**src/rtl/traffic_injector_if.sv**
```systemverilog
// Packet channel between a traffic_injector and one network-core edge port.
//   master : injector side, drives the packet fields and out_valid, samples out_ready
//   slave  : port side, samples the packet, drives out_ready
interface traffic_injector_if #(
   parameter int unsigned X_ADDR_WIDTH = 3,
   parameter int unsigned Y_ADDR_WIDTH = 3,
   parameter int unsigned SERIAL_WIDTH = 16
);
   logic                    out_valid;
   logic                    out_ready;
   logic [X_ADDR_WIDTH-1:0] out_dest_x;
   logic [Y_ADDR_WIDTH-1:0] out_dest_y;
   logic [X_ADDR_WIDTH-1:0] out_gate_x;
   logic [Y_ADDR_WIDTH-1:0] out_gate_y;
   logic [SERIAL_WIDTH-1:0] out_serial;
   logic [7:0]              out_src_id;

   modport master (
      output out_valid, out_dest_x, out_dest_y, out_gate_x, out_gate_y,
             out_serial, out_src_id,
      input  out_ready
   );

   modport slave (
      input  out_valid, out_dest_x, out_dest_y, out_gate_x, out_gate_y,
             out_serial, out_src_id,
      output out_ready
   );
endinterface

```
**src/rtl/traffic_injector.sv**
```systemverilog
// Packet-traffic generator for one edge input port of the network core.
// Walks a programmable destination/gate table, throttles issue to rate_num slots
// per RATE_DEN-cycle window, stamps per-run serials and holds each packet until
// the port accepts it.
// Ports:
//   clk, reset            clock, asynchronous active-high reset
//   tbl_we/tbl_addr/tbl_* table write port (honoured outside RUN only)
//   start                 one-cycle run start; samples pkt_total, rate_num,
//                         phase_init, tbl_start, lfsr_seed
//   pkt_if (master)       packet channel: valid/ready, addresses, serial, src id
//   busy, done            state == RUN / state == DONE
//   sent_count            packets accepted this run
//   stall_count           cycles with out_valid & !out_ready (saturating)
// Build option: TRAFFIC_INJECTOR_LFSR_EN selects table entries via a 16-bit LFSR
// (seeded from lfsr_seed) instead of the sequential walk from tbl_start.
module traffic_injector #(
   parameter int unsigned X_ADDR_WIDTH = 3,
   parameter int unsigned Y_ADDR_WIDTH = 3,
   parameter int unsigned SERIAL_WIDTH = 16,
   parameter int unsigned TABLE_DEPTH  = 10,
   parameter int unsigned RATE_DEN     = 10,
   parameter int unsigned SRC_ID       = 0
) (
   input  logic                                                clk,
   input  logic                                                reset,
   input  logic                                                tbl_we,
   input  logic [$clog2(TABLE_DEPTH)-1:0]                      tbl_addr,
   input  logic [X_ADDR_WIDTH-1:0]                             tbl_dest_x,
   input  logic [Y_ADDR_WIDTH-1:0]                             tbl_dest_y,
   input  logic [X_ADDR_WIDTH-1:0]                             tbl_gate_x,
   input  logic [Y_ADDR_WIDTH-1:0]                             tbl_gate_y,
   input  logic                                                start,
   input  logic [SERIAL_WIDTH-1:0]                             pkt_total,
   input  logic [$clog2(RATE_DEN+1)-1:0]                       rate_num,
   input  logic [((RATE_DEN > 1) ? $clog2(RATE_DEN) : 1)-1:0]  phase_init,
   input  logic [$clog2(TABLE_DEPTH)-1:0]                      tbl_start,
   input  logic [15:0]                                         lfsr_seed,
   traffic_injector_if.master                                  pkt_if,
   output logic                                                busy,
   output logic                                                done,
   output logic [SERIAL_WIDTH-1:0]                             sent_count,
   output logic [SERIAL_WIDTH-1:0]                             stall_count
);

   localparam int unsigned AW = $clog2(TABLE_DEPTH);
   localparam int unsigned RW = $clog2(RATE_DEN + 1);
   localparam int unsigned PW = (RATE_DEN > 1) ? $clog2(RATE_DEN) : 1;
   localparam int unsigned SW = SERIAL_WIDTH;
   localparam int unsigned XW = X_ADDR_WIDTH;
   localparam int unsigned YW = Y_ADDR_WIDTH;
   localparam logic [AW-1:0] LAST_IDX = AW'(TABLE_DEPTH - 1);
   localparam logic [PW-1:0] LAST_PH  = PW'(RATE_DEN - 1);

   typedef enum logic [1:0] {ST_IDLE, ST_RUN, ST_DONE} state_e;

   state_e          state_q, state_d;
   logic [PW-1:0]   phase_q, phase_d;
   logic [SW-1:0]   issued_q, issued_d;
   logic [SW-1:0]   sent_q, sent_d;
   logic [SW-1:0]   stall_q, stall_d;
   logic [SW-1:0]   pkt_total_q, pkt_total_d;
   logic [RW-1:0]   rate_num_q, rate_num_d;
   logic            valid_q, valid_d;
   logic [XW-1:0]   dest_x_q, dest_x_d, gate_x_q, gate_x_d;
   logic [YW-1:0]   dest_y_q, dest_y_d, gate_y_q, gate_y_d;
   logic [SW-1:0]   serial_q, serial_d;
   logic            busy_q, busy_d;
   logic            done_q, done_d;
   logic [AW-1:0]   idx_c;
   logic            xfer_c;
   logic            unused_c;

   logic [XW-1:0]   tdx_q [TABLE_DEPTH];
   logic [XW-1:0]   tdx_d [TABLE_DEPTH];
   logic [YW-1:0]   tdy_q [TABLE_DEPTH];
   logic [YW-1:0]   tdy_d [TABLE_DEPTH];
   logic [XW-1:0]   tgx_q [TABLE_DEPTH];
   logic [XW-1:0]   tgx_d [TABLE_DEPTH];
   logic [YW-1:0]   tgy_q [TABLE_DEPTH];
   logic [YW-1:0]   tgy_d [TABLE_DEPTH];

`ifdef TRAFFIC_INJECTOR_LFSR_EN
   logic [15:0]     lfsr_q, lfsr_d;
   logic [15:0]     lfsr_next_c;
   assign lfsr_next_c = {lfsr_q[14:0], lfsr_q[15] ^ lfsr_q[13] ^ lfsr_q[12] ^ lfsr_q[10]};
   assign idx_c       = AW'(lfsr_q % 16'(TABLE_DEPTH));
   assign unused_c    = ^tbl_start;
`else
   logic [AW-1:0]   ptr_q, ptr_d;
   assign idx_c       = ptr_q;
   assign unused_c    = ^lfsr_seed;
`endif

   assign xfer_c = valid_q & pkt_if.out_ready;

   // Table write port; locked while a run is in progress.
   always_comb begin
      tdx_d = tdx_q;
      tdy_d = tdy_q;
      tgx_d = tgx_q;
      tgy_d = tgy_q;
      if (tbl_we && (state_q != ST_RUN) && (tbl_addr <= LAST_IDX)) begin
         tdx_d[tbl_addr] = tbl_dest_x;
         tdy_d[tbl_addr] = tbl_dest_y;
         tgx_d[tbl_addr] = tbl_gate_x;
         tgy_d[tbl_addr] = tbl_gate_y;
      end
   end

   // Next-state and output logic.
   always_comb begin
      state_d     = state_q;
      phase_d     = phase_q;
      issued_d    = issued_q;
      sent_d      = sent_q;
      stall_d     = stall_q;
      pkt_total_d = pkt_total_q;
      rate_num_d  = rate_num_q;
      valid_d     = valid_q;
      dest_x_d    = dest_x_q;
      dest_y_d    = dest_y_q;
      gate_x_d    = gate_x_q;
      gate_y_d    = gate_y_q;
      serial_d    = serial_q;
`ifdef TRAFFIC_INJECTOR_LFSR_EN
      lfsr_d      = lfsr_q;
`else
      ptr_d       = ptr_q;
`endif

      unique case (state_q)
         ST_IDLE, ST_DONE: begin
            if (start) begin
               state_d     = ST_RUN;
               pkt_total_d = pkt_total;
               rate_num_d  = rate_num;
               phase_d     = phase_init;
               issued_d    = '0;
               sent_d      = '0;
               stall_d     = '0;
`ifdef TRAFFIC_INJECTOR_LFSR_EN
               lfsr_d      = (lfsr_seed == 16'h0000) ? 16'hACE1 : lfsr_seed;
`else
               // An out-of-range start index would address no entry; start at 0.
               ptr_d       = (tbl_start <= LAST_IDX) ? tbl_start : '0;
`endif
            end
         end
         ST_RUN: begin
            // Window phase runs freely, regardless of backpressure.
            phase_d = (phase_q >= LAST_PH) ? '0 : phase_q + PW'(1);

            if (xfer_c) begin
               sent_d  = sent_q + SW'(1);
               valid_d = 1'b0;
            end
            if (valid_q && !pkt_if.out_ready && (stall_q != '1)) begin
               stall_d = stall_q + SW'(1);
            end

            // Issue into a free slot; a slot that lands on a stall is simply lost.
            if ((!valid_q || pkt_if.out_ready) && (RW'(phase_q) < rate_num_q) &&
                (issued_q < pkt_total_q)) begin
               valid_d  = 1'b1;
               dest_x_d = tdx_q[idx_c];
               dest_y_d = tdy_q[idx_c];
               gate_x_d = tgx_q[idx_c];
               gate_y_d = tgy_q[idx_c];
               serial_d = issued_q;
               issued_d = issued_q + SW'(1);
`ifdef TRAFFIC_INJECTOR_LFSR_EN
               lfsr_d   = lfsr_next_c;
`else
               ptr_d    = (ptr_q >= LAST_IDX) ? '0 : ptr_q + AW'(1);
`endif
            end

            if ((sent_q == pkt_total_q) && !valid_q) begin
               state_d = ST_DONE;
            end
         end
         default: state_d = ST_IDLE;
      endcase

      busy_d = (state_d == ST_RUN);
      done_d = (state_d == ST_DONE);
   end

   // Control and packet registers.
   always_ff @(posedge clk or posedge reset) begin
      if (reset) begin
         state_q     <= ST_IDLE;
         phase_q     <= '0;
         issued_q    <= '0;
         sent_q      <= '0;
         stall_q     <= '0;
         pkt_total_q <= '0;
         rate_num_q  <= '0;
         valid_q     <= 1'b0;
         dest_x_q    <= '0;
         dest_y_q    <= '0;
         gate_x_q    <= '0;
         gate_y_q    <= '0;
         serial_q    <= '0;
         busy_q      <= 1'b0;
         done_q      <= 1'b0;
`ifdef TRAFFIC_INJECTOR_LFSR_EN
         lfsr_q      <= 16'hACE1;
`else
         ptr_q       <= '0;
`endif
      end else begin
         state_q     <= state_d;
         phase_q     <= phase_d;
         issued_q    <= issued_d;
         sent_q      <= sent_d;
         stall_q     <= stall_d;
         pkt_total_q <= pkt_total_d;
         rate_num_q  <= rate_num_d;
         valid_q     <= valid_d;
         dest_x_q    <= dest_x_d;
         dest_y_q    <= dest_y_d;
         gate_x_q    <= gate_x_d;
         gate_y_q    <= gate_y_d;
         serial_q    <= serial_d;
         busy_q      <= busy_d;
         done_q      <= done_d;
`ifdef TRAFFIC_INJECTOR_LFSR_EN
         lfsr_q      <= lfsr_d;
`else
         ptr_q       <= ptr_d;
`endif
      end
   end

   // Table storage has no reset so it survives reset and successive runs.
   always_ff @(posedge clk) begin
      tdx_q <= tdx_d;
      tdy_q <= tdy_d;
      tgx_q <= tgx_d;
      tgy_q <= tgy_d;
   end

   assign pkt_if.out_valid  = valid_q;
   assign pkt_if.out_dest_x = dest_x_q;
   assign pkt_if.out_dest_y = dest_y_q;
   assign pkt_if.out_gate_x = gate_x_q;
   assign pkt_if.out_gate_y = gate_y_q;
   assign pkt_if.out_serial = serial_q;
   assign pkt_if.out_src_id = 8'(SRC_ID);
   assign busy              = busy_q;
   assign done              = done_q;
   assign sent_count        = sent_q;
   assign stall_count       = stall_q;

endmodule

```
**src/flat_wrapper.sv**
```systemverilog
// flat-port wrapper written by rule: the top's interface ports become plain ports
module traffic_injector_flat 
#(
   parameter int unsigned X_ADDR_WIDTH = 3,
   parameter int unsigned Y_ADDR_WIDTH = 3,
   parameter int unsigned SERIAL_WIDTH = 16,
   parameter int unsigned TABLE_DEPTH  = 10,
   parameter int unsigned RATE_DEN     = 10,
   parameter int unsigned SRC_ID       = 0
)
  (clk, reset, tbl_we, tbl_addr, tbl_dest_x, tbl_dest_y, tbl_gate_x, tbl_gate_y, start, pkt_total, rate_num, phase_init, tbl_start, lfsr_seed, busy, done, sent_count, stall_count, pkt_if_out_valid, pkt_if_out_dest_x, pkt_if_out_dest_y, pkt_if_out_gate_x, pkt_if_out_gate_y, pkt_if_out_serial, pkt_if_out_src_id, pkt_if_out_ready);
  traffic_injector_if #(.X_ADDR_WIDTH(X_ADDR_WIDTH), .Y_ADDR_WIDTH(Y_ADDR_WIDTH), .SERIAL_WIDTH(SERIAL_WIDTH)) pkt_if_i ();
  input  logic clk;
  input  logic reset;
  input  logic tbl_we;
  input  logic [$clog2(TABLE_DEPTH)-1:0] tbl_addr;
  input  logic [X_ADDR_WIDTH-1:0] tbl_dest_x;
  input  logic [Y_ADDR_WIDTH-1:0] tbl_dest_y;
  input  logic [X_ADDR_WIDTH-1:0] tbl_gate_x;
  input  logic [Y_ADDR_WIDTH-1:0] tbl_gate_y;
  input  logic start;
  input  logic [SERIAL_WIDTH-1:0] pkt_total;
  input  logic [$clog2(RATE_DEN+1)-1:0] rate_num;
  input  logic [((RATE_DEN > 1) ? $clog2(RATE_DEN) : 1)-1:0] phase_init;
  input  logic [$clog2(TABLE_DEPTH)-1:0] tbl_start;
  input  logic [15:0] lfsr_seed;
  output logic busy;
  output logic done;
  output logic [SERIAL_WIDTH-1:0] sent_count;
  output logic [SERIAL_WIDTH-1:0] stall_count;
  output wire logic [$bits(pkt_if_i.out_valid)-1:0] pkt_if_out_valid;
  output wire logic [$bits(pkt_if_i.out_dest_x)-1:0] pkt_if_out_dest_x;
  output wire logic [$bits(pkt_if_i.out_dest_y)-1:0] pkt_if_out_dest_y;
  output wire logic [$bits(pkt_if_i.out_gate_x)-1:0] pkt_if_out_gate_x;
  output wire logic [$bits(pkt_if_i.out_gate_y)-1:0] pkt_if_out_gate_y;
  output wire logic [$bits(pkt_if_i.out_serial)-1:0] pkt_if_out_serial;
  output wire logic [$bits(pkt_if_i.out_src_id)-1:0] pkt_if_out_src_id;
  input wire logic [$bits(pkt_if_i.out_ready)-1:0] pkt_if_out_ready;
  assign pkt_if_out_valid = pkt_if_i.out_valid;
  assign pkt_if_out_dest_x = pkt_if_i.out_dest_x;
  assign pkt_if_out_dest_y = pkt_if_i.out_dest_y;
  assign pkt_if_out_gate_x = pkt_if_i.out_gate_x;
  assign pkt_if_out_gate_y = pkt_if_i.out_gate_y;
  assign pkt_if_out_serial = pkt_if_i.out_serial;
  assign pkt_if_out_src_id = pkt_if_i.out_src_id;
  assign pkt_if_i.out_ready = pkt_if_out_ready;
  traffic_injector #(.X_ADDR_WIDTH(X_ADDR_WIDTH), .Y_ADDR_WIDTH(Y_ADDR_WIDTH), .SERIAL_WIDTH(SERIAL_WIDTH), .TABLE_DEPTH(TABLE_DEPTH), .RATE_DEN(RATE_DEN), .SRC_ID(SRC_ID)) u_core (.clk(clk), .reset(reset), .tbl_we(tbl_we), .tbl_addr(tbl_addr), .tbl_dest_x(tbl_dest_x), .tbl_dest_y(tbl_dest_y), .tbl_gate_x(tbl_gate_x), .tbl_gate_y(tbl_gate_y), .start(start), .pkt_total(pkt_total), .rate_num(rate_num), .phase_init(phase_init), .tbl_start(tbl_start), .lfsr_seed(lfsr_seed), .pkt_if(pkt_if_i), .busy(busy), .done(done), .sent_count(sent_count), .stall_count(stall_count));
endmodule
```
**config.mk**
```make
export PLATFORM = sky130hd
export DESIGN_NAME = traffic_injector_flat
export DESIGN_NICKNAME = d
export VERILOG_FILES = /design/src/rtl/traffic_injector_if.sv /design/src/rtl/traffic_injector.sv /design/src/flat_wrapper.sv
export SDC_FILE = /design/constraint.sdc
export NUM_CORES = 1
export LEC_CHECK = 0
export ABC_CLOCK_PERIOD_IN_PS = 4150
export CAP_MARGIN = 30
export CORE_MARGIN = 3
export CORE_UTILIZATION = 55
export DETAILED_ROUTE_END_ITERATION = 6
export PLACE_DENSITY = 0.79
export SLEW_MARGIN = 0
export SYNTH_ARGS = -nofsm -noshare
export SYNTH_HDL_FRONTEND = slang
export SYNTH_SLANG_ARGS = --single-unit
export TNS_END_PERCENT = 20
```
**constraint.sdc**
```tcl
create_clock -name clk -period 4.15 [get_ports clk]
set_input_delay 0.83 -clock clk [delete_from_list [all_inputs] [get_ports clk]]
set_output_delay 0.83 -clock clk [all_outputs]
set_load 0.05 [all_outputs]
```
==> results.toml <==
[status]
status = "finished, final reports clean"

[timing]
rsz0062_at_grt = "no"
slew_headroom_pct = 42.1
tightest_slew_ns = 0.869
fin_crit_sh_pct = 69.2
finalHoldViolCount = 0
fin_skew_ns = 0.0176
tns_ns = 0
max_freq_mhz = 348
timing.hold.ws_ns = 0.484
setup_violations = 0
final.min_clock_period_ns = 2.87
drv_slew = 0

[worst_setup_path]
cp_common_cell = "o211ai_1"
cp.arrival_ns = 3.27
cp_slowest_cell = "nor2_8"
required_ns = 4.55
cp-end-kind = "register"
critPathKind = "reg -> reg"
worstPathCellList = "ha_1 -> a211o_1 -> o211ai_1 -> o211ai_1 -> o21bai_4 -> nor2_8 -> mux2_2"
crit_family = "compound AO/OA/AOI/OAI gates"
path_buf_inv = 0
critPathMaxStageDelay_ns = 0.60
startpoint_type = "register"
cp_max_fo = 39

[cells_and_area]
n_fill_cell = 1273
layout-area-overhead-vs-synth_pct = 21.0
drive_gt1_share_pct = 11.1
nets = 994
n_antenna_cell = 0

[synthesis]
avgSynthCellArea_um2 = 13.3
async_flop_share_pct = 47.6
synth-xor-area-share_pct = 3.80
synth_cell_types = 64
yosys.area_share.adder_pct = 3.26
syn_inst = 777
synth-seq-cells = 229
yosysTopAreaCellShare_pct = 34.8
synth-simple-area-share_pct = 10.4
synth-compound-area-share_pct = 6.85
ys_seq_area_share_pct = 61.1
synth_top_family_by_area = "multiplexers"
synthMuxAreaShare_pct = 11.2
synth_edf_count = 120
synth_warnings = 0
syn_area_mm2 = 0.0104
synthTopCellsByArea = "edfxtp_1, dfrtp_1, mux4_2"
synth_area_leader_cell = "edfxtp_1"
dominantRegCellSynth = "edfxtp_1"

[detailed_routing]
ant_nets = 0
remaining_drc_errors = 0
wire_per_inst_um = 20.1
drt_iter0_drc = 416
first_pass_iters = 5
vias_per_cell = 5.86
routed_wl_um = 23100
vias = 6736

[global_routing]
grt_pass1_vias = 6681
grt_use_total_pct = 22.7
overflow = 0
grt_antenna_before_repair = 0
grt_max_degree = 69
grt_pass1_wl_um = 36300

[clock_tree]
cts_resized = 0
cts-buffers-inserted = 24
path_clk_slew_ns = 0.06
hold_buffers = 0
clk_latency_ns = 0.53
htree_levels = 1
root_buffer = "clkbuf_16"
clock_sinks = 229
clockBufferDepth = 3
cts_tree = "yes"
post-cts-setup-buffers = 0

[floorplan]
dieArea_mm2 = 0.0205
initial_core_util_pct = 56.9
rows = 49
io_pins = 136
placeableCoreArea_mm2 = 0.0182
die_y_um = 143
die_x_um = 143

[placement]
gp_congestion = 0.907
portBuffers = 111
detailed_place_hpwl_um = 15300

[flow_run]
drv_cap = 0

[min_path]
hp-class = "reg -> reg"

[power_and_ir_drop]
peakVddDrop_v = 0.000414
power.density_mw_per_mm2 = 632
p_leak_uw = 0.00501
-- path summary, 6_finish.rpt --
check | startpoint | end | slack (ns) | cells after the start
worst max register to register | u_core.issued_q[13] | u_core.pkt_if.out_serial[15] | 1.28 | 7
worst min-delay path | u_core.pkt_if.out_gate_x[2] | u_core.pkt_if.out_gate_x[2] | 0.48 | 1
worst max-delay path | u_core.issued_q[13] | u_core.pkt_if.out_serial[15] | 1.28 | 7
min in group asynchronous | reset | u_core.stall_count[14] | 0.83 | 2
worst min register to register | u_core.pkt_if.out_gate_x[2] | u_core.pkt_if.out_gate_x[2] | 0.48 | 1
max in group asynchronous | reset | u_core.sent_count[0] | 2.49 | 3
-- power by group --
| group | internal (µW) | switching, µW | total, µW | leakage, µW |
|---|---|---|---|---|
| Sequential | 2700 | 375 | 3070 | 0.00249 |
| Combinational | 1130 | 1570 | 2700 | 0.00213 |
| Clock | 1260 | 896 | 2150 | 0.000393 |
| Total | 5080 | 2840 | 7920 | 0.00501 |
-- per-layer routing --
metal | global-route usage (%) | share of wire, % | wire length, µm | vias to the layer above
met5 | 0 | 0 | 0 | -
met4 | 7.83 | 3.3 | 755 | 0
met3 | 3.52 | 5.5 | 1270 | 54
met2 | 38.1 | 50 | 11400 | 220
met1 | 30.5 | 42 | 9590 | 3340
li1 | - | - | - | 3122
-- cells in the final DEF (no fill, tap or decap), types with 15 or more instances in the layout --
cell type and instances:
edfxtp_1 120, clkdlybuf4s50_1 111, dfrtp_1 108, nand2_1 68
nor2_1 57, o21ai_0 37, inv_1 31, xor2_1 30
mux2i_1 29, mux2_1 27, ha_1 27, nand3_1 26
mux4_2 24, clkbuf_16 24, buf_4 19, xnor2_1 15
o22ai_1 15
-- stage by stage --
stage / instances / total power [µW] / worst slack (ns) / cell area, µm² / utilization (%)
after detailed placement: 1105 / 5810 / 0.851 / 11700 / 64.4
final: 1149 / 7930 / 1.28 / 12500 / 68.8
after CTS: 1149 / 7990 / 1.29 / 12500 / 68.8
after global routing: 1149 / 8340 / 1.19 / 12500 / 68.8
after floorplan: 784 / 5070 / 0.446 / 10400 / -
after global placement: 1104 / 5720 / 0.923 / 11700 / 64.3
-- flip-flops by register name (all words and copies together), names as in the netlist --
register and flops:
u_core.done 1, u_core.issued_q 16, u_core.stall_count 16, u_core.idx_c 4, u_core.phase_q 4, u_core.sent_count 16, u_core.busy 1, u_core.tgx_q 30
u_core.pkt_if.out_gate_x 3, u_core.tgy_q 30, u_core.rate_num_q 4, u_core.tdx_q 30, u_core.pkt_total_q 16, u_core.state_q 2, u_core.pkt_if.out_gate_y 3, u_core.pkt_if.out_valid 1
u_core.pkt_if.out_serial 16, u_core.pkt_if.out_dest_x 3, u_core.pkt_if.out_dest_y 3, u_core.tdy_q 30
-- Yosys cell counts, types with 3 or more instances --
cell	n
clkbuf_1	16
inv_1	32
and4_1	4
nor3_1	9
nand4_1	10
buf_2	3
o21ai_0	37
edfxtp_1	120
buf_4	12
xnor2_1	15
a2111oi_2	3
a31oi_1	9
nor4_1	6
nor2b_1	5
buf_1	5
a21oi_1	8
o211ai_1	4
nand2b_1	5
mux2i_1	29
nand3_1	26
nor2_1	57
a211oi_1	3
ha_1	27
and3_1	8
o22ai_1	15
dfrtp_1	109
or3_1	3
mux4_2	24
a221o_1	5
xor2_1	30
mux2_1	27
nand2_1	68
-- layout make-up --
| cell class | count | area [µm²] | share of cell area, % |
|---|---|---|---|
| clock buffers | 31 | 657 | 5.24 |
| well taps | 229 | 287 | 2.29 |
| clock inverters | 13 | 150 | 1.20 |
| inverters | 33 | 126 | 1.01 |
| multi-input cells | 483 | 3710 | 29.6 |
| flip-flops and latches | 229 | 6330 | 50.5 |
| repair buffers | 131 | 1270 | 10.2 |
-- cell families after synthesis --
kind of cell / count (synthesis)
other: 1
adder cells (fa/ha/maj): 27
XOR/XNOR: 45
AND/OR/NAND/NOR: 218
multiplexers: 82
AO/OA/AOI/OAI: 103
flip-flops: 229
buffers and inverters: 72
(Power assumes the default switching activity.)
